<file path="config.mk">
export PLATFORM = sky130hd
export DESIGN_NAME = stepper_move_ctrl
export DESIGN_NICKNAME = d
export VERILOG_FILES = /design/src/rtl/stepper_move_ctrl.sv
export SDC_FILE = /design/constraint.sdc
export NUM_CORES = 1
export LEC_CHECK = 0
export CAP_MARGIN = 25
export CORE_MARGIN = 5
export CORE_UTILIZATION = 40
export DETAILED_ROUTE_END_ITERATION = 8
export GPL_TIMING_DRIVEN = 0
export PLACE_DENSITY = 0.71
export RECOVER_POWER = 50
export SYNTH_ARGS = -nofsm -noshare
export SYNTH_HDL_FRONTEND = slang
export SYNTH_SLANG_ARGS = --single-unit
export TNS_END_PERCENT = 1
</file>
<file path="constraint.sdc">
create_clock -name clk -period 5.7 [get_ports clk]
set_clock_uncertainty 0.05 [all_clocks]
set_input_delay 0.57 -clock clk [delete_from_list [all_inputs] [get_ports clk]]
set_output_delay 0.57 -clock clk [all_outputs]
set_load 0.02 [all_outputs]
</file>
<file path="src/rtl/stepper_move_ctrl.sv">
// Two-requester stepper move controller: round-robin grant, tick-paced stepping toward a clamped target, hold, done.
// Compile-time option HALF_STEP_EN selects the 8-entry half-step coil sequence instead of the 4-entry full-step one.
module stepper_move_ctrl #(
  parameter int POS_W      = 12,
  parameter int MAX_POS    = 3200,
  parameter int STEP_DIV   = 100000,
  parameter int HOLD_TICKS = 50
) (
  input  logic             clk,
  input  logic             rst,
  input  logic             req_a,
  input  logic             req_b,
  input  logic [POS_W-1:0] tgt_a,
  input  logic [POS_W-1:0] tgt_b,
  input  logic             stop,
  output logic             gnt_a,
  output logic             gnt_b,
  output logic [3:0]       signal,
  output logic [POS_W-1:0] position,
  output logic             busy,
  output logic             done,
  output logic             aborted
);

`ifdef HALF_STEP_EN
  localparam int PH_W = 3;
`else
  localparam int PH_W = 2;
`endif
  localparam int TICK_W = $clog2(STEP_DIV);
  localparam int HOLD_W = $clog2(HOLD_TICKS + 1);
  localparam logic [TICK_W-1:0] TICK_LAST = TICK_W'(STEP_DIV - 1);
  localparam logic [HOLD_W-1:0] HOLD_LAST = HOLD_W'(HOLD_TICKS - 1);
  localparam logic [POS_W-1:0]  POS_MAX   = POS_W'(MAX_POS);

  typedef enum logic [2:0] {IDLE, GRANT, MOVE, HOLD, DONE} state_t;

  function automatic logic [3:0] coil_pattern(input logic [PH_W-1:0] ph);
`ifdef HALF_STEP_EN
    case (ph)
      3'd0:    return 4'b1000;
      3'd1:    return 4'b1100;
      3'd2:    return 4'b0100;
      3'd3:    return 4'b0110;
      3'd4:    return 4'b0010;
      3'd5:    return 4'b0011;
      3'd6:    return 4'b0001;
      default: return 4'b1001;
    endcase
`else
    case (ph)
      2'd0:    return 4'b1100;
      2'd1:    return 4'b0110;
      2'd2:    return 4'b0011;
      default: return 4'b1001;
    endcase
`endif
  endfunction

  state_t            state;
  logic              sel_b;
  logic              prio_b;
  logic [POS_W-1:0]  target;
  logic [PH_W-1:0]   phase;
  logic [TICK_W-1:0] tick_cnt;
  logic [HOLD_W-1:0] hold_cnt;

  logic             tick;
  logic             pick_b;
  logic [POS_W-1:0] tgt_sel;

  // B wins only when A is absent or B holds the round-robin priority.
  assign pick_b  = req_b & (~req_a | prio_b);
  assign tick    = (tick_cnt == TICK_LAST);
  assign tgt_sel = sel_b ? tgt_b : tgt_a;

  always_ff @(posedge clk or negedge rst) begin
    if (!rst) begin
      // NOTE: target is reset too, so an interrupted move can never resume with a stale goal.
      state    <= IDLE;
      sel_b    <= 1'b0;
      prio_b   <= 1'b0;
      target   <= '0;
      position <= '0;
      phase    <= '0;
      tick_cnt <= '0;
      hold_cnt <= '0;
      signal   <= 4'b0000;
      gnt_a    <= 1'b0;
      gnt_b    <= 1'b0;
      busy     <= 1'b0;
      done     <= 1'b0;
      aborted  <= 1'b0;
    end else begin
      // NOTE: pulse outputs default low with non-blocking writes; a later write in the case wins.
      gnt_a   <= 1'b0;
      gnt_b   <= 1'b0;
      done    <= 1'b0;
      aborted <= 1'b0;
      case (state)
        IDLE: begin
          if (req_a || req_b) begin
            state  <= GRANT;
            sel_b  <= pick_b;
            prio_b <= ~pick_b;
            gnt_a  <= ~pick_b;
            gnt_b  <= pick_b;
            busy   <= 1'b1;
          end
        end
        GRANT: begin
          target   <= (tgt_sel > POS_MAX) ? POS_MAX : tgt_sel;
          tick_cnt <= '0;
          signal   <= coil_pattern(phase);
          state    <= MOVE;
        end
        MOVE: begin
          if (stop) begin
            state   <= DONE;
            done    <= 1'b1;
            aborted <= 1'b1;
            signal  <= 4'b0000;
          end else if (tick) begin
            tick_cnt <= '0;
            if (position < target) begin
              position <= position + POS_W'(1);
              phase    <= phase + PH_W'(1);
              signal   <= coil_pattern(phase + PH_W'(1));
            end else if (position > target) begin
              position <= position - POS_W'(1);
              phase    <= phase - PH_W'(1);
              signal   <= coil_pattern(phase - PH_W'(1));
            end else begin
              hold_cnt <= '0;
              state    <= HOLD;
            end
          end else begin
            tick_cnt <= tick_cnt + TICK_W'(1);
          end
        end
        HOLD: begin
          if (stop) begin
            state   <= DONE;
            done    <= 1'b1;
            aborted <= 1'b1;
            signal  <= 4'b0000;
          end else if (tick) begin
            tick_cnt <= '0;
            if (hold_cnt == HOLD_LAST) begin
              state  <= DONE;
              done   <= 1'b1;
              signal <= 4'b0000;
            end else begin
              hold_cnt <= hold_cnt + HOLD_W'(1);
            end
          end else begin
            tick_cnt <= tick_cnt + TICK_W'(1);
          end
        end
        DONE: begin
          state <= IDLE;
          busy  <= 1'b0;
        end
        default: begin
          state  <= IDLE;
          busy   <= 1'b0;
          signal <= 4'b0000;
        end
      endcase
    end
  end

endmodule

</file>
==> summary.md <==
| Metric | Value |
|---|---|
| Startpoint Class | flop |
| Leading area contributor after synthesis | dfrtp_1 |
| Multi-input combinational cell area | 0.002192 sq mm |
| Total net switching power | 610.5 uW |
| Yosys warnings | 0 |
| PnR worst setup slack | 1.559 ns |
| Clk pwr share | 0.209 |
| Fin. Hold Viols | 0 |
| Register Area | 0.001577 sq mm |
| Global-route wire length before repair | 15520 um |
| Clock sink count | 63 |
| Initial core utilization | 0.4068 |
| Initial DRC count | 150 |
| HP Class | flop to flop |
| Global route total overflow | 0 |
| Worst Hold End | hold_cnt[5]$_DFFE_PN0P_ |
| Register area share after synthesis | 0.4001 |
| Layout Nets | 558 |
| Number of setup buffers added after CTS | 0 |
| Most common cell after layout, fill and taps aside | dfrtp_1 |
| R2R Path Start | position[7]$_DFFE_PN0P_ |
| Gate power share | 0.403 |
| Final setup viols | 0 |
| CTS tree | done |
| Worst skew pair latency | 0.34 ns |
| TritonRoute pass-1 iters | 5 |
| Pwr per Cell Area | 327.5 mW/mm^2 |
| Gate Count Post-Synth | 438 |
| Clk slew on worst S/H paths | 0.07 ns |
| P_int | 943.1 uW |
| Max transition margin | -0.1988 |
| Antenna Nets Post-Route | 0 |
| Post-Route Setup TNS | 0 ns |
| H-tree depth | 3 |
| Final Critical Period | 4.141 ns |
| Worst R2R End | position[10]$_DFFE_PN0P_ |
| Static Leakage | 2.111 nW |
| Vias per inst | 5.457 |
| Initial antenna violation count | 0 |
| Reg power frac | 0.387 |
| Max-Cap Viols | 2 |
| Synth top area share | 0.4001 |
| FF+latch count, synth | 63 |
| Critical path arrival | 4.33 ns |
| Root Driver | clkbuf_8 |
| Ports | 50 |
| Peak supply drop | 0.0001831 V |
| CP required | 5.89 ns |
| Die X | 109.2 um |
| Layout fillers | 907 |
| Non-Filler Instances | 634 |
| WHS Path Cells | 1 |
| Gr usage total | 0.1636 |
| DRC Markers | 0 |
| Critical path type | flop to flop |
| Area of the core | 0.009684 sq mm |
| Post-Route WL | 9390 um |
| Share of post-route cells with drive strength above 1 | 0.06786 |
| Top cells by area, synth | dfrtp_1, ha_1, o21ai_0 |
| # diodes | 0 |
| Final core utilization | 0.4898 |
| Synth unique cells | 57 |
| Maximum number of pins on one net before global-route repair | 35 |
| Failing checks | capacitance limit, slew limit |
| Post-CTS Hold Buffers | 0 |
| Post-synth EDFFs | 0 |
| Syn-to-layout area delta | 20.39% |
| DPL Wire Length | 7047 um |
| CTS max path bufs | 2 |
| Drt wl/cell | 14.81 um |
| RSZ-0062 raised after global routing | false |
| Crit share post-route | 0.7265 |
| Vias in the first global route | 3304 |
| Post_cts resized | 0 |
| Syn nets | 497 |
| Reg2reg path depth | 13 |
| Slew Limit Fails | 66 |
| Port Buf Inserts | 49 |
| Std-Cell Rows | 36 |
| Most frequent cells in the layout | dfrtp_1, nand2_1, o21ai_0 |
| Status | complete, but fails checks |
| Die Ht | 109.2 um |
| Crit. End Element | flop |
| Mean post-synth cell area | 8.996 sq um |
| Reg-to-reg slack, setup | 1.56 ns |
| Routability cong. | 0.8796 |
| Placed Cells | 621 |
| Die area | 0.01193 sq mm |
| Synth Flop Type | dfrtp_1 |
| Slew @ Worst Pin | 1.798 ns |
| DR vias | 3460 |
| Critical path fanouts, max | 13 |
| Fmax | 241.5 MHz |
| Number of CTS-inserted buffers | 9 |
| Worst hold slack | 0.4341 ns |
| Switching Share | 0.3930 |
| Post-synth ARST share | 1.000 |
| Pre-CTS setup slack | 1.579 ns |
| Min-delay src | hold_cnt[5]$_DFFE_PN0P_ |
| Post-Syn Area | 0.003940 sq mm |
-- flip-flops by register name (all words and copies together), names as in the netlist --
| signal | cells |
|---|---|
| signal | 4 |
| prio_b | 1 |
| gnt_a | 1 |
| state | 3 |
| sel_b | 1 |
| target | 12 |
| gnt_b | 1 |
| hold_cnt | 6 |
| position | 12 |
| done | 1 |
| phase | 2 |
| aborted | 1 |
| busy | 1 |
| tick_cnt | 17 |
-- power groups by stage --
stage	Combinational, mW	Clock (mW)	Sequential, mW
floorplan	0.405	0	0.619
global placement	0.603	0	0.607
detailed placement	0.629	0	0.610
CTS	0.633	0.335	0.603
global route	0.711	0.352	0.614
finish	0.627	0.325	0.602
-- final cells by class --
class,count,area share
Buffer,12,0.01504
Multi-Input combinational cell,337,0.4621
Clock inverter,2,0.002110
Inverter,26,0.02058
Timing Repair Buffer,50,0.1029
Clock buffer,11,0.02981
Tap cell,133,0.03508
Sequential cell,63,0.3324
-- Yosys cell counts (all sizes together) (2+ instances only) --
cell type / instances
nor4: 4
inv: 26
a32oi: 2
ha: 29
and4: 2
o31ai: 7
o21ai: 66
mux2: 3
or4: 2
and3: 9
nand4: 7
o22ai: 4
nand2: 56
mux2i: 15
buf: 5
a31oi: 7
a21oi: 25
nor2b: 5
nor3: 12
a211oi: 2
nand2b: 4
nand3: 13
nor2: 28
clkbuf: 7
a21o: 3
xnor2: 8
xor2: 7
dfrtp: 63
a21boi: 2
-- logic make-up after synthesis --
group / Yosys count / synth area share
AO/OA/AOI/OAI: 126 / 0.1905
buffers and inverters: 38 / 0.04287
AND/OR/NAND/NOR: 148 / 0.1855
multiplexers: 18 / 0.04668
flip-flops: 63 / 0.4001
adder cells (fa/ha/maj): 30 / 0.09717
XOR/XNOR: 15 / 0.03715
-- metal layers --
| metal | GRT usage | vias up | part of all wire |
|---|---|---|---|
| li1 | - | 1697 | - |
| met1 | 0.2226 | 1658 | 0.48 |
| met2 | 0.2535 | 92 | 0.44 |
| met3 | 0.04677 | 13 | 0.060 |
| met4 | 0.04898 | 0 | 0.013 |
| met5 | 0 | - | 0 |
-- worst max-delay path by stage --
| stage | cells after the start | end | start |
|---|---|---|---|
| 3_5_place_dp | 13 | position[10]$_DFFE_PN0P_ | position[7]$_DFFE_PN0P_ |
| 3_3_place_gp | 13 | position[10]$_DFFE_PN0P_ | position[5]$_DFFE_PN0P_ |
| 5_1_grt | 13 | position[10]$_DFFE_PN0P_ | position[7]$_DFFE_PN0P_ |
| 6_report | 13 | position[10]$_DFFE_PN0P_ | position[7]$_DFFE_PN0P_ |
| 2_1_floorplan | 13 | position[10]$_DFFE_PN0P_ | position[5]$_DFFE_PN0P_ |
| 4_1_cts | 13 | position[10]$_DFFE_PN0P_ | position[7]$_DFFE_PN0P_ |
-- per-stage QoR --
stage	power [mW]	cell area (sq um)
6_report	1.554	4743
5_1_grt	1.678	4743
4_1_cts	1.571	4763
3_5_place_dp	1.239	4612
3_3_place_gp	1.209	4597
2_1_floorplan	1.024	3940
-- worst max-delay path, stage by stage, from the launching register on --
cell and delay [ns]:
dfrtp_1 0.42, ha_1 0.35, a21oi_1 0.12, o21ai_0 0.11
a221oi_1 0.57, nand2_1 0.49, ha_1 0.50, nor2b_1 0.16
o21ai_0 0.20, a21boi_0 0.16, o21ai_0 0.43, mux2i_1 0.23
a31oi_1 0.09, a21o_1 0.15
No activity file was read; power rests on OpenSTA's default activity.
